`src/rtl/packet_fifo_pkg.sv`:
```
// Shared defaults and operation encoding for the packet FIFO slice.
package packet_fifo_pkg;

  localparam int DEPTH_DEF     = 4;
  localparam int WIDTH_DEF     = 11;
  localparam int UWIDTH_DEF    = 8;
  localparam int PTR_SZ_DEF    = 2;
  localparam int PTR_IN_SZ_DEF = 4;

  typedef enum logic [1:0] {
    OP_IDLE,
    OP_PUSH,
    OP_POP,
    OP_BOTH
  } fifo_op_e;

endpackage

```
`src/rtl/packet_fifo_mem.sv`:
```
// Packet storage: DEPTH slots of WIDTH bytes, one write port, combinational read port.
module packet_fifo_mem
  import packet_fifo_pkg::*;
#(
  parameter int DEPTH     = DEPTH_DEF,
  parameter int WIDTH     = WIDTH_DEF,
  parameter int UWIDTH    = UWIDTH_DEF,
  parameter int PTR_SZ    = PTR_SZ_DEF,
  parameter int PTR_IN_SZ = PTR_IN_SZ_DEF
) (
  input  logic                 clk1,
  input  logic                 rst,
  input  logic                 we,
  input  logic [PTR_SZ-1:0]    wslot,
  input  logic [PTR_IN_SZ-1:0] widx,
  input  logic [UWIDTH-1:0]    wdata,
  input  logic [PTR_SZ-1:0]    rslot,
  input  logic [PTR_IN_SZ-1:0] ridx,
  output logic [UWIDTH-1:0]    rdata
);

  logic [UWIDTH-1:0] mem [DEPTH][WIDTH];

  always_ff @(posedge clk1 or posedge rst) begin
    if (rst) begin
      for (int unsigned s = 0; s < DEPTH; s++) begin
        for (int unsigned b = 0; b < WIDTH; b++) begin
          mem[s][b] <= '0;
        end
      end
    end else if (we) begin
      mem[wslot][widx] <= wdata;
    end
  end

  // Caller is responsible for gating out-of-range indices.
  assign rdata = mem[rslot][ridx];

endmodule

```
`src/rtl/packet_fifo.sv`:
```
// Packet FIFO: bytes are staged into the write slot and made visible only on commit (winc).
// Optional sticky overflow/underflow outputs wovf/rudf are built when PACKET_FIFO_ERR_EN is defined.
module packet_fifo
  import packet_fifo_pkg::*;
#(
  parameter int DEPTH     = DEPTH_DEF,
  parameter int WIDTH     = WIDTH_DEF,
  parameter int UWIDTH    = UWIDTH_DEF,
  parameter int PTR_SZ    = PTR_SZ_DEF,
  parameter int PTR_IN_SZ = PTR_IN_SZ_DEF
) (
  input  logic                 clk1,
  input  logic                 rst,
  input  logic                 winc,
  input  logic [PTR_IN_SZ-1:0] waddr_in,
  input  logic [UWIDTH-1:0]    wdata,
  input  logic                 rinc,
  input  logic [PTR_IN_SZ-1:0] raddr_in,
  output logic [UWIDTH-1:0]    rdata,
  output logic                 wfull,
  output logic                 rempty
`ifdef PACKET_FIFO_ERR_EN
  ,
  output logic                 wovf,
  output logic                 rudf
`endif
);

  localparam logic [PTR_SZ:0]    FULL_CNT  = (PTR_SZ+1)'(DEPTH);
  localparam logic [PTR_SZ-1:0]  LAST_SLOT = PTR_SZ'(DEPTH-1);
  localparam logic [PTR_IN_SZ:0] WIDTH_LIM = (PTR_IN_SZ+1)'(WIDTH);

  logic [PTR_SZ-1:0] wptr;
  logic [PTR_SZ-1:0] rptr;
  logic [PTR_SZ:0]   count;
  logic              push_ok;
  logic              pop_ok;
  logic              we;
  logic              rd_ok;
  logic [UWIDTH-1:0] mem_rdata;
  fifo_op_e          op;

  function automatic logic [PTR_SZ-1:0] bump(input logic [PTR_SZ-1:0] p);
    return (p == LAST_SLOT) ? '0 : p + PTR_SZ'(1);
  endfunction

  assign wfull   = (count == FULL_CNT);
  assign rempty  = (count == '0);
  assign push_ok = winc & ~wfull;
  assign pop_ok  = rinc & ~rempty;
  assign we      = ~wfull & ({1'b0, waddr_in} < WIDTH_LIM);
  assign rd_ok   = ~rempty & ({1'b0, raddr_in} < WIDTH_LIM);
  assign rdata   = rd_ok ? mem_rdata : '0;

  always_comb begin
    op = OP_IDLE;
    case ({push_ok, pop_ok})
      2'b10:   op = OP_PUSH;
      2'b01:   op = OP_POP;
      2'b11:   op = OP_BOTH;
      default: op = OP_IDLE;
    endcase
  end

  always_ff @(posedge clk1 or posedge rst) begin
    if (rst) begin
      wptr  <= '0;
      rptr  <= '0;
      count <= '0;
    end else begin
      case (op)
        OP_PUSH: begin
          wptr  <= bump(wptr);
          count <= count + (PTR_SZ+1)'(1);
        end
        OP_POP: begin
          rptr  <= bump(rptr);
          count <= count - (PTR_SZ+1)'(1);
        end
        OP_BOTH: begin
          wptr <= bump(wptr);
          rptr <= bump(rptr);
        end
        default: ;
      endcase
    end
  end

`ifdef PACKET_FIFO_ERR_EN
  always_ff @(posedge clk1 or posedge rst) begin
    if (rst) begin
      wovf <= 1'b0;
      rudf <= 1'b0;
    end else begin
      if (winc && wfull)  wovf <= 1'b1;
      if (rinc && rempty) rudf <= 1'b1;
    end
  end
`endif

  packet_fifo_mem #(
    .DEPTH     (DEPTH),
    .WIDTH     (WIDTH),
    .UWIDTH    (UWIDTH),
    .PTR_SZ    (PTR_SZ),
    .PTR_IN_SZ (PTR_IN_SZ)
  ) u_mem (
    .clk1  (clk1),
    .rst   (rst),
    .we    (we),
    .wslot (wptr),
    .widx  (waddr_in),
    .wdata (wdata),
    .rslot (rptr),
    .ridx  (raddr_in),
    .rdata (mem_rdata)
  );

endmodule

```
`config.mk`:
```
export PLATFORM = sky130hd
export DESIGN_NAME = packet_fifo
export DESIGN_NICKNAME = d
export VERILOG_FILES = /design/src/rtl/packet_fifo_pkg.sv /design/src/rtl/packet_fifo_mem.sv /design/src/rtl/packet_fifo.sv
export SDC_FILE = /design/constraint.sdc
export NUM_CORES = 1
export LEC_CHECK = 0
export ABC_AREA = 1
export CORE_UTILIZATION = 30
export CTS_CLUSTER_SIZE = 10
export DETAILED_ROUTE_END_ITERATION = 10
export PLACE_DENSITY = 0.44
export SYNTH_ARGS = -nofsm -noshare
export SYNTH_HDL_FRONTEND = slang
export SYNTH_HIERARCHICAL = 1
export SYNTH_SLANG_ARGS = --single-unit
```
`constraint.sdc`:
```
create_clock -name clk1 -period 15.7 [get_ports clk1]
set_clock_uncertainty 0.15 [all_clocks]
set_input_delay 3.14 -clock clk1 [delete_from_list [all_inputs] [get_ports clk1]]
set_output_delay 3.14 -clock clk1 [all_outputs]
set_load 0.02 [all_outputs]
```
# After elaboration in Yosys (flattened, before gate mapping)
# Cells that the tools add are included.
dict set report word_totals {
  reg_bits 359
  in_bits 20
  output_inout_bits 10
  word_cells 100
}
dict set report op_classes {
  add_sub_neg 4
  magnitude_cmp 8
  n_eq_ne 9
  n_mux 16
  bitwise_logic 10
  n_reduce_logical 6
}
# op count
set op_table {}
lappend op_table {{$bwmux 352} 1}
lappend op_table {{$mux 88} 3}
lappend op_table {{$bmux 88 s2} 1}
lappend op_table {{$demux 88 s2} 1}
lappend op_table {{$bmux 8 s4} 1}
lappend op_table {{$demux 8 s4} 1}
lappend op_table {{$mux 8} 4}
lappend op_table {{$eq 2x2->1 const B} 6}
lappend op_table {{$ge 5x5->1 const B} 2}
lappend op_table {{$not 4->5} 2}
lappend op_table {{$lt 4x4->1 const B} 2}
lappend op_table {{$ge 3x3->1 const B} 2}
lappend op_table {{$not 2->3} 2}
lappend op_table {{$pmux 2 s3} 1}
lappend op_table {{$pmux 3 s2} 1}
lappend op_table {{$lt 5x1->1 const B} 1}
lappend op_table {{$add 2x1->2 const B} 2}
lappend op_table {{$and 1x1->1} 4}
lappend op_table {{$eq 2x1->1 const B} 2}
lappend op_table {{$mux 2} 2}
lappend op_table {{$reduce_or 2->1} 2}
lappend op_table {{$add 3x1->3 const B} 1}
lappend op_table {{$eq 3x3->1 const B} 1}
lappend op_table {{$logic_not 3->1} 1}
lappend op_table {{other kinds (5)} 7}

# Longest topological paths before layout
# Gate-level depths: netlist (run 1).
dict set report depth {
  word_depth 8
  ltp_mapped 14
  mapped_depth_nobuf 12
}

# Cells and area by module
# The synthesis (run 1) kept the hierarchy.
# mod instances cells_each area_per_inst_um2
set by_module_without_submodules {}
lappend by_module_without_submodules {packet_fifo_mem 1 2097 16374.5}
lappend by_module_without_submodules {packet_fifo 1 79 553.0}

# Worst setup path after synthesis (run 1)
# OpenSTA, ideal clock, no wires.
dict set report synth_path {
  path_kind {input port to output port}
  start {input raddr_in[0]}
  end {output rdata[5]}
  arrival_ns 4.403
  required_ns 12.410
  path_slack_ns 8.007
  cell_stages 11
  path_cell_list {buf_2 > nor2_1 > buf_2 > inv_1 > a21oi_1 > nor2_1 > nand2_1 > nand3_1 > nand2_1 > inv_1 > nor2_1}
}
dict set report synth_via {
  elab_chain_len 5
  word_cells_on_any_way 7
  cone_classes {1 x order compare; 4 x mux; 2 x bitwise}
}
# element line_no
set synth_rtl {}
lappend synth_rtl {{start, declared} packet_fifo.sv:18} ;# input logic [PTR_IN_SZ-1:0] raddr_in,
lappend synth_rtl {{$not 4->5 (implied by the code)} packet_fifo_mem.sv:37} ;# assign rdata = mem[rslot][ridx];
lappend synth_rtl {{$bmux 8 s4} packet_fifo_mem.sv:37}
lappend synth_rtl {{$mux 8 (implied by the code) (2 in a row)} packet_fifo_mem.sv:37}
lappend synth_rtl {{named net mem_rdata[5]} packet_fifo.sv:40} ;# logic [UWIDTH-1:0] mem_rdata;
lappend synth_rtl {{$mux 8} packet_fifo.sv:53} ;# assign rdata = rd_ok ? mem_rdata : '0;
lappend synth_rtl {{end, declared} packet_fifo.sv:19} ;# output logic [UWIDTH-1:0] rdata,
# The timed path passes the listed nets, and every way through them passes these cells. The select of a mux whose other input is x is not followed.

# Worst setup path in the final report (run 1)
dict set report layout_path {
  start {input raddr_in[1]}
  end {output rdata[5]}
}
# Same word-level chain as after synthesis.

==> summary.md, run 1 <==
| Metric | Value |
|---|---|
| Largest delay share family, worst path | buffers and inverters |
| Status | finished, final reports clean |
| Vias per cell | between 4 and 5 |
| Vias in the first global route | roughly 14,000 |
| Worst Path Required | around 12 ns |
| Synth-to-Final Area Change | 11.96% |
| Register area share after synthesis | between 50% and 60% |
| Buf/Inv on CP | 5 |
| Fmax | 105.9 MHz |
| Hold Vio Cnt, Final | 0 |
| Post-DP HPWL | between 30,000 and 40,000 um |
| Endpoint class of the critical path | output port |
| Max_cap viols | 0 |
| CP Cell Sequence | clkdlybuf4s50_1 -> inv_2 -> nor2_2 -> inv_1 -> a21oi_1 -> nor2_1 -> nand2_1 -> nand3_1 -> nand2_1 -> inv_1 -> nor2_1 -> clkdlybuf4s50_1 |
| Number of synthesized register bits | 359 |
| Remaining antenna violation count | 0 |
| Gate power share | between 30% and 40% |
| CTS Sinks | roughly 360 |
| # Post-CTS Setup Buffers | 0 |
| Wire length per cell | around 20 um |
| Die W | between 200 and 250 um |
| Total routed wirelength | 56,450 um |
| Placeable Area | approximately 55,000 um2 |
| I/O Buffers | 29 |
| RSZ-0062 raised after global routing | no |
| Die area | ~57,000 um2 |
| Initial core utilization | between 30% and 40% |
| Clock slew at reported path FFs | around 0.050 ns |
| Internal power | roughly 0.0022 W |
| Switching Fraction | around two fifths |
| Met2 Use GR | 31.90% |
| Type of origin of the critical path | primary input |
| Seq pwr share | about two fifths |
| Tot GR Track Use | approximately 20% |
| Die Height | between 200 and 250 um |
| Final nets | around 2,100 |
| Pre-antenna DRT Iters | 7 |
| Cell Rows | 86 |
| First-pass GRT wire length | about 87,000 um |
| Synth warnings | 6 |
| Cts repair resizes | 0 |
| Rel. slew slack | 25.58% |
| Vias | about 14,000 |
| Syn_nets | 2,202 |
| Clk network pwr share | between 20% and 30% |
| # diodes | 0 |
| Hold buffers post-CTS | 0 |
| H-Tree Depth | 2 |
| Distinct cell type count after synthesis | 32 |
| Fillcell total | just under 6,000 |
| Total Power | around 0.0037 W |
| Share of layout cells above drive strength 1 | 5.566% |
| Commonest non-fill, non-tap cell in the layout | nand2_1 |
| Worst-Margin Slew | about 1.1 ns |
| Synthesized instance count | 2,176 |
| GRT Max-Usage Layer | met2 |
| P_leak | slightly below 9 nW |
| Max FO, Critical Path | 25 |
| Final-report max-slew violation count | 0 |
| Period utilisation layout | 60.15% |
| Crit Path Class | primary input to output port |
| Mean Syn Cell Area | just under 8 um2 |
| Clock period minus worst slack | between 9 and 10 ns |
| Initial antenna violation count | 0 |
| # DRC | 0 |
| GR Overflow Total | 0 |
| CP max-delay cell | nor2_2 |
| Max incr delay on CP | approximately 0.68 ns |
| Clk root buf | clkbuf_16 |
| Met3 usage | under 10% |
| Sw power | approximately 0.0015 W |
| Initial drt markers | 1,312 |
| Hold_ws | about 0.33 ns |
| HP Class | flip-flop to flip-flop |
| I/O pins | 30 |
| Num CTS Buffers | 44 |
| Clock latency on the worst-skew pair | 0.57 ns |
| Worst vdd ir | around 90 uV |
| Arrival time at the worst endpoint | 6.15 ns |
| Synth Cell Area | 16,930 um2 |
| Most frequent cells in the layout | 742 x nand2_1, 406 x o21ai_0, 357 x dfrtp_1, 157 x nor2_1, 144 x nand3_1 |
| Pin count of the biggest net entering global routing | 93 |
| Final setup fails | 0 |
| Clock Tree Buf Depth | 3 |
| CTS tree | built |
| Routability cong. | approximately 0.85 |
| Final TNS setup | 0 ns |
| M1 GR Usage | between 20 and 30% |
| Power per cell area | approximately 190 nW/um2 |
## cells in the mapped netlist
library cell / n / area share [%]
buf_2: 42 / 1.2
o22ai_1: 8 / 0.30
o21ai_1: 25 / 0.74
nor3_2: 3 / 0.18
clkbuf_1: 90 / 2.0
nand2_2: 14 / 0.52
nor2_4: 3 / 0.20
o211ai_1: 16 / 0.71
and2_1: 1 / 0.037
nand3_4: 1 / 0.10
nand2_4: 2 / 0.13
nand4_1: 1 / 0.037
fa_1: 1 / 0.12
or2_1: 1 / 0.037
dfrtp_1: 359 / 53
buf_6: 1 / 0.067
nor2_1: 158 / 3.5
a21oi_1: 11 / 0.33
or2_4: 1 / 0.052
nor2_2: 4 / 0.15
xnor2_1: 1 / 0.052
and3_1: 5 / 0.18
nor3_1: 3 / 0.089
clkinv_1: 1 / 0.022
buf_1: 5 / 0.11
ha_1: 5 / 0.37
nand3_1: 144 / 4.3
o21ai_0: 406 / 12
nand2_1: 742 / 16
buf_4: 11 / 0.49
inv_2: 8 / 0.18
inv_1: 103 / 2.3
## flip-flops by register name, summed over array words and instances (netlist names)
register and cells:
rptr 2, count 3, u_mem/mem 352, wptr 2
## layer usage
| metal | share of wire [%] | routed length (um) |
|---|---|---|
| met1 | 48 | 27040 |
| met5 | 0 | 0 |
| met4 | 1.9 | 1047 |
| met2 | 46 | 25960 |
| met3 | 4.3 | 2404 |
## cell type report
type	instances	area (um2)	share of cell area, %
sequential	359	8991	47.44
inverter	112	430.4	2.271
timing repair buffer	45	410.4	2.165
tap	748	935.9	4.938
clock buffer	63	1252	6.609
multi-input combinational	1556	6899	36.40
clock inverter	3	32.53	0.1717
## power groups by stage
stage	Combinational, W	Sequential, W	Clock (W)
6_report	0.00126	0.00149	0.000941
3_3_place_gp	0.00127	0.00149	0
3_5_place_dp	0.00127	0.00149	0
5_1_grt	0.00143	0.00153	0.00100
4_1_cts	0.00128	0.00149	0.000968
2_1_floorplan	0.000889	0.00141	0
## kinds of logic after synthesis
group / count (synthesis) / synth area share, %
adders and majority gates: 6 / 0.4878
AOI/OAI and AO/OA: 466 / 14.07
and+or+nand+nor: 1083 / 25.93
DFF: 359 / 53.07
buffers and inverters: 261 / 6.386
xor gates and xnor gates: 1 / 0.05175
## final timing paths
| kind | start | end | slack (ns) | depth (start not counted) |
|---|---|---|---|---|
| min | u_mem/mem[184] | u_mem/mem[184] | 0.33 | 2 |
| max reg2reg | count[0] | u_mem/mem[177] | 12.75 | 9 |
| min reg2reg | u_mem/mem[184] | u_mem/mem[184] | 0.33 | 2 |
| max in group asynchronous | rst | u_mem/mem[192] | 10.96 | 3 |
| min in group asynchronous | rst | rptr[0] | 2.83 | 2 |
| max | raddr_in[1] | rdata[5] | 6.26 | 12 |
## metrics by stage
stage | worst slack [ns] | instance area [um2] | utilization, % | cells
2_1_floorplan | 2.646 | 16930 | - | 2176
3_3_place_gp | 6.284 | 17670 | 31.88 | 2820
3_5_place_dp | 6.275 | 17670 | 31.88 | 2820
4_1_cts | 6.275 | 18950 | 34.20 | 2886
5_1_grt | 5.989 | 18950 | 34.20 | 2886
6_report | 6.257 | 18950 | 34.20 | 2886
## worst reg2reg max path, cell delays in order (launching register included)
cell and delay [ns]:
dfrtp_1 0.37, inv_2 0.07, nand3_1 0.17, nand2_1 0.07, inv_1 0.05, inv_1 0.13, nor3_4 0.87, nand2_1 0.63
nand2_1 0.18, o21ai_0 0.09
Note: power is estimated with default switching activity, not from simulation.
==> inputs of run 2 (changes only) <==
==> constraint.sdc (replaced) <==
create_clock -name clk1 -period 9.6 [get_ports clk1]
set_clock_uncertainty 0.15 [all_clocks]
set_input_delay 1.92 -clock clk1 [delete_from_list [all_inputs] [get_ports clk1]]
set_output_delay 1.92 -clock clk1 [all_outputs]
set_load 0.02 [all_outputs]
==> run 2 against run 1 <==
Net effect:
- first-iteration DRC count down 5.0%
- setup slack worse by 3.6 ns
- die area unchanged
- combinational power increased by 64%
- design area up 0.48%
- routed wire length up 1.1%
- sequential share of layout area down 0.23 points
- largest power group unchanged
- non-clock buffer count up 1
- global-route usage rose by 0.33 points
- register-to-register slack lost 6.3 ns
- clock-buffer cell count increased by 6
==> summary.md, run 2 (synthesized netlist as in run 1, its figures left out) <==
| Metric | Value |
|---|---|
| Commonest non-fill, non-tap cell in the layout | nand2_1 |
| Rel. slew slack | 22.86% (-2.7 points) |
| Max reg flops | 352 (unchanged) |
| Worst vdd ir | 148.2 uV (+65%) |
| Clock period minus worst slack | slightly below 7 ns |
| Hold buffers post-CTS | 0 (unchanged) |
| Routability cong. | 0.9138 (+7.8%) |
| # diodes | 0 (unchanged) |
| Clock slew at reported path FFs | 0.05 ns (about the same) |
| Tot GR Track Use | 20.44% (+0.33 points) |
| Max FO, Critical Path | 28 (+12%) |
| Dpl ws | 2.776 ns (-3.499 ns) |
| Clock Tree Buf Depth | 3 (unchanged) |
| Setup ws final | 2.683 ns (-3.573 ns) |
| Internal power | 0.003663 W (+66%) |
| Vias per cell | 4.937 (+0.39%) |
| Fillcell total | 5,939 (+0.35%) |
| RSZ-0062 raised after global routing | no |
| R2r startpoint | count[0] |
| I/O Buffers | 29 (unchanged) |
| Cts repair resizes | 0 (unchanged) |
| Met3 routed WL | 3366 um (+40%) |
| GR Overflow Total | 0 (unchanged) |
| Sw power | 0.002451 W (+65%) |
| Post-DP HPWL | 34,540 um (+0.47%) |
| Arrival time at the worst endpoint | 4.85 ns (-1.30 ns) |
| Die area | 57,380 um2 (unchanged) |
| I/O pins | 30 (unchanged) |
| Clk root buf | clkbuf_16 |
| Worst Path Required | 7.53 ns (-4.88 ns) |
| Final TNS setup | 0 ns (unchanged) |
| Share of layout cells above drive strength 1 | 5.781% (+0.21 points) |
| P_leak | 8.825 nW (+0.58%) |
| Final-report max-slew violation count | 0 (unchanged) |
| Top Metal Used | met4 |
| Fmax | between 100 and 150 MHz |
| Gate power share | 33.8% (-0.4 points) |
| Type of origin of the critical path | primary input |
| Cell Rows | 86 (unchanged) |
| Most frequent cells in the layout | 742 x nand2_1, 406 x o21ai_0, 357 x dfrtp_1, 158 x nor2_1, 144 x nand3_1 |
| Total routed wirelength | 57,050 um (+1.1%) |
| Final nets | 2,146 (+0.093%) |
| Initial core utilization | 30.55% (unchanged) |
| Top Registers | u_mem/mem (352), count (3) |
| Die Height | 239.5 um (unchanged) |
| # DRC | 0 (unchanged) |
| Max_cap viols | 0 (unchanged) |
| Die W | 239.5 um (unchanged) |
| Worst setup path startpoint | raddr_in[0] |
| CTS tree | built |
| Period utilisation layout | around 72% |
| R2r setup slk | 6.49 ns (-6.26 ns) |
| Fin util | 34.36% (+0.16 points) |
| Pre-antenna DRT Iters | 5 (-2) |
| Switching Fraction | 40.09% (-0.12 points) |
| CP Capture Point | rdata[2] |
| Seq pwr share | 40.0% (-0.3 points) |
| Synth-to-Final Area Change | 12.50% |
| Vias | 14,282 (+0.63%) |
| Biggest register | u_mem/mem |
| HP Class | flip-flop to flip-flop |
| Final setup fails | 0 (unchanged) |
| H-Tree Depth | 2 (unchanged) |
| Clk network pwr share | 26.1% (+0.6 points) |
| Reg2Reg Depth | 8 (-1) |
| First-pass GRT wire length | 87,770 um (+1.0%) |
| Power per cell area | 321.1 nW/um2 (+65%) |
| Wire length per cell | 19.72 um (+0.81%) |
| Remaining antenna violation count | 0 (unchanged) |
| Vias in the first global route | 13,739 (+1.1%) |
| Initial antenna violation count | 0 (unchanged) |
| # Post-CTS Setup Buffers | 0 (unchanged) |
| Num CTS Buffers | 45 (+2.3%) |
| CTS Sinks | 359 (unchanged) |
| Crit Path Class | primary input to output port |
| Clock latency on the worst-skew pair | 0.57 ns (about the same) |
| FF-to-FF End | u_mem/mem[214] |
| Status | finished, final reports clean |
| Worst-Margin Slew | 1.153 ns (+0.03698 ns) |
| Hold Vio Cnt, Final | 0 (unchanged) |
| Initial drt markers | 1,246 (-5.0%) |
| Endpoint class of the critical path | output port |
| Pin count of the biggest net entering global routing | 135 (+45%) |
| Met1 WL | 26,590 um (-1.7%) |
| Placeable Area | 55,420 um2 (unchanged) |
| Met2 WL | 25,050 um (-3.5%) |
run 2: area by class of cell:
cell class	count	area (um2)	share of cell area (%)
clock buffer	69	1339	7.030
multi-input combinational	1556	6897	36.22
timing repair buffer	46	430.4	2.260
tap	748	935.9	4.915
inverter	112	427.9	2.247
sequential	359	8991	47.21
clock inverter	3	22.52	0.1183
run 2: power by group through the flow:
stage	combinational [W]	sequential, W	clock, W
final	0.00207	0.00245	0.00160
after global routing	0.00234	0.00252	0.00171
after CTS	0.00209	0.00244	0.00165
after detailed placement	0.00208	0.00246	0
after global placement	0.00207	0.00245	0
after floorplan	0.00145	0.00231	0
run 2: worst max-delay path, cell delays in order:
cell and delay [ns]:
clkdlybuf4s50_1 0.45, buf_4 0.32, nand2_1 0.33, inv_1 0.29
nand2_1 0.09, a21oi_1 0.13, nor2_1 0.07, nand2_1 0.07
nand3_1 0.11, nand2_1 0.08, inv_1 0.04, nor2_1 0.26
clkdlybuf4s50_1 0.67
run 2: how the worst min path moves through the flow:
| stage | from | to | slack [ns] | cells after the start |
|---|---|---|---|---|
| finish | u_mem/mem[224] | u_mem/mem[224] | 0.33 | 2 |
| global route | u_mem/mem[13] | u_mem/mem[13] | 0.35 | 2 |
| CTS | u_mem/mem[183] | u_mem/mem[183] | 0.33 | 2 |
| detailed placement | u_mem/mem[229] | u_mem/mem[229] | 0.32 | 2 |
| global placement | u_mem/mem[15] | u_mem/mem[15] | 0.31 | 2 |
| floorplan | u_mem/mem[10] | u_mem/mem[10] | 0.30 | 2 |
run 2: metal layers:
metal,track usage [%],up-vias
li1,-,6878
met1,28.56,6944
met2,31.16,351
met3,3.734,109
met4,8.081,0
met5,0,-
run 2: metrics by stage:
stage	total power, W	std cells	cell area (um2)	hold WS (ns)
2_1_floorplan	0.003763	2176	16930	0.2978
3_3_place_gp	0.004524	2821	17680	0.3106
3_5_place_dp	0.004546	2821	17680	0.3175
4_1_cts	0.006179	2893	19040	0.3315
5_1_grt	0.006570	2893	19040	0.3473
6_report	0.006114	2893	19040	0.3271
==> inputs of run 3 (changes only) <==
==> constraint.sdc (replaced) <==
create_clock -name clk1 -period 7.2 [get_ports clk1]
set_clock_uncertainty 0.15 [all_clocks]
set_input_delay 1.44 -clock clk1 [delete_from_list [all_inputs] [get_ports clk1]]
set_output_delay 1.44 -clock clk1 [all_outputs]
set_load 0.02 [all_outputs]
==> run 3 against run 2 <==
Net effect:
- first-iteration DRC count rose by 8.8%
- non-clock buffer count rose by 1
- sequential share of layout area increased by 0.072 points
- setup slack got worse by 1.6 ns
- die area stayed put
- global-route usage down 0.28 points
- via count shrank 0.57%
- clock power is 31% higher
- total power up 32%
- critical path depth is 1 lower
- design area is 0.15% lower
- combinational power rose by 34%
- critical path type is now flip-flop to output port
- largest power group unchanged
- highest routed layer unchanged
==> summary.md, run 3 (synthesized netlist as in run 1, its figures left out) <==
| Metric | Value |
|---|---|
| Initial drt markers | 1,356 (+8.8%) |
| Max incr delay on CP | 0.79 ns (+0.12 ns) |
| Biggest register | u_mem/mem |
| Worst-Margin Slew | 1.089 ns (-0.06431 ns) |
| Die W | 239.5 um (unchanged) |
| Total routed wirelength | 56,100 um (-1.7%) |
| I/O Buffers | 29 (unchanged) |
| Most frequent CP cell | nor2_1 |
| H-Tree Depth | 2 (unchanged) |
| R2r setup slk | 4.28 ns (-2.21 ns) |
| Fmax | around 160 MHz |
| Post-route insts no fill | 2,890 (-0.10%) |
| Top Registers | u_mem/mem (352), count (3) |
| Routability cong. | 0.8650 (-5.3%) |
| CTS tree | built |
| Power per cell area | 425.9 nW/um2 (+33%) |
| Worst Path Required | 5.61 ns (-1.92 ns) |
| Vias per cell | 4.913 (-0.47%) |
| Hold Vio Cnt, Final | 0 (unchanged) |
| Most frequent cells in the layout | 742 x nand2_1, 406 x o21ai_0, 357 x dfrtp_1, 158 x nor2_1, 144 x nand3_1 |
| P_leak | 8.812 nW (-0.14%) |
| Fillcell total | 5,867 (-1.2%) |
| CP max-delay cell | dfrtp_4 |
| Clock Tree Buf Depth | 3 (unchanged) |
| Rel. slew slack | 27.40% (+4.5 points) |
| Worst vdd ir | 175.8 uV (+19%) |
| Clock slew at reported path FFs | 0.06 ns (about the same) |
| Status | finished, final reports clean |
| Endpoint class of the critical path | output port |
| Vias | 14,200 (-0.57%) |
| Cell Rows | 86 (unchanged) |
| Placeable Area | 55,420 um2 (unchanged) |
| Max FO, Critical Path | 44 (+57%) |
| Final-report max-slew violation count | 0 (unchanged) |
| Final TNS setup | 0 ns (unchanged) |
| # DRC | 0 (unchanged) |
| Pre-antenna DRT Iters | 6 (+1) |
| CP Cell Sequence | clkinv_2 -> buf_4 -> nor2_1 -> o21ai_0 -> a21oi_1 -> nor2_1 -> nand2_1 -> nand3_1 -> nand2_1 -> inv_1 -> nor2_1 -> clkdlybuf4s50_1 |
| Die Height | 239.5 um (unchanged) |
| Hold buffers post-CTS | 0 (unchanged) |
| Post-DP HPWL | 34,490 um (-0.13%) |
| Clock period minus worst slack | around 6 ns |
| Setup ws final | 1.130 ns (-1.554 ns) |
| Type of origin of the critical path | flip-flop |
| Clock latency on the worst-skew pair | 0.57 ns (about the same) |
| Max_cap viols | 0 (unchanged) |
| Tot GR Track Use | 20.17% (-0.28 points) |
| CTS Sinks | 359 (unchanged) |
| Synth-to-Final Area Change | 12.33% |
| Initial antenna violation count | 0 (unchanged) |
| Period utilisation layout | about 84% |
| Wire length per cell | 19.41 um (-1.6%) |
| RSZ-0062 raised after global routing | no |
| Die area | 57,380 um2 (unchanged) |
| HP Class | flip-flop to flip-flop |
| Post-Place Cells | 2,822 (+0.035%) |
| First-pass GRT wire length | 87,100 um (-0.77%) |
| I/O pins | 30 (unchanged) |
| Final setup fails | 0 (unchanged) |
| Share of layout cells above drive strength 1 | 5.789% (+0.0081 points) |
| Num CTS Buffers | 44 (-2.2%) |
| Commonest non-fill, non-tap cell in the layout | nand2_1 |
| Clk root buf | clkbuf_16 |
| GR Overflow Total | 0 (unchanged) |
| Cts repair resizes | 0 (unchanged) |
| Pin count of the biggest net entering global routing | 98 (-27%) |
| Max reg flops | 352 (unchanged) |
| Crit Path Class | flip-flop to output port |
| Vias in the first global route | 13,714 (-0.18%) |
| Arrival time at the worst endpoint | 4.48 ns (-0.37 ns) |
| # Post-CTS Setup Buffers | 0 (unchanged) |
| # diodes | 0 (unchanged) |
| Initial core utilization | 30.55% (unchanged) |
| Final nets | 2,146 (unchanged) |
| Dpl ws | 1.446 ns (-1.330 ns) |
| Remaining antenna violation count | 0 (unchanged) |
-- run 3: power by group --
| part | switching [W] | total (W) | internal, W |
|---|---|---|---|
| Combinational | 0.00192 | 0.00278 | 0.000858 |
| Clock | 0.000863 | 0.00210 | 0.00123 |
| Sequential | 0.000461 | 0.00323 | 0.00276 |
-- run 3: area by class of cell --
| cell class | instances | area (um2) | share of cell area, % |
|---|---|---|---|
| Clock inverter | 2 | 17.52 | 0.09212 |
| Tap cell | 748 | 935.9 | 4.922 |
| Timing Repair Buffer | 47 | 437.9 | 2.303 |
| Inverter | 112 | 430.4 | 2.264 |
| Multi-Input combinational cell | 1556 | 6897 | 36.27 |
| Clock buffer | 66 | 1305 | 6.863 |
| Sequential cell | 359 | 8991 | 47.29 |
-- run 3: metal layers --
layer  global-route usage (%)  vias up  part of all wire, %
li1                         -     6866                    -
met1                    28.51     6876                   47
met2                    30.63      378                   44
met3                    4.183       80                  6.6
met4                    6.469        0                  2.6
met5                        0        -                    0
-- run 3: worst paths after layout --
path	from	endpoint	cells after the start
setup / recovery	rptr[1]	rdata[3]	12
hold / removal	u_mem/mem[8]	u_mem/mem[8]	2
setup reg to reg	count[0]	u_mem/mem[94]	9
hold reg to reg	u_mem/mem[8]	u_mem/mem[8]	2
max in group asynchronous	rst	u_mem/mem[95]	3
min in group asynchronous	rst	count[2]	2
-- run 3: through the flow --
| step | total power [W] | instance area, um2 | hold slack (ns) | util, % |
|---|---|---|---|---|
| final | 0.008098 | 19010 | 0.3267 | 34.31 |
| after global routing | 0.008722 | 19010 | 0.3451 | 34.31 |
| after CTS | 0.008174 | 19010 | 0.3319 | 34.31 |
| after detailed placement | 0.006035 | 17690 | 0.3181 | 31.93 |
| after global placement | 0.006017 | 17690 | 0.3106 | 31.93 |
| after floorplan | 0.005017 | 16930 | 0.2978 | - |
-- run 3: critical path, delay by kind of cell, from the launching register on --
kind	cells	cell delay, ns
compound gates	2	0.39
buf+inv	4	1.98
flops	1	0.79
simple gates	6	0.67
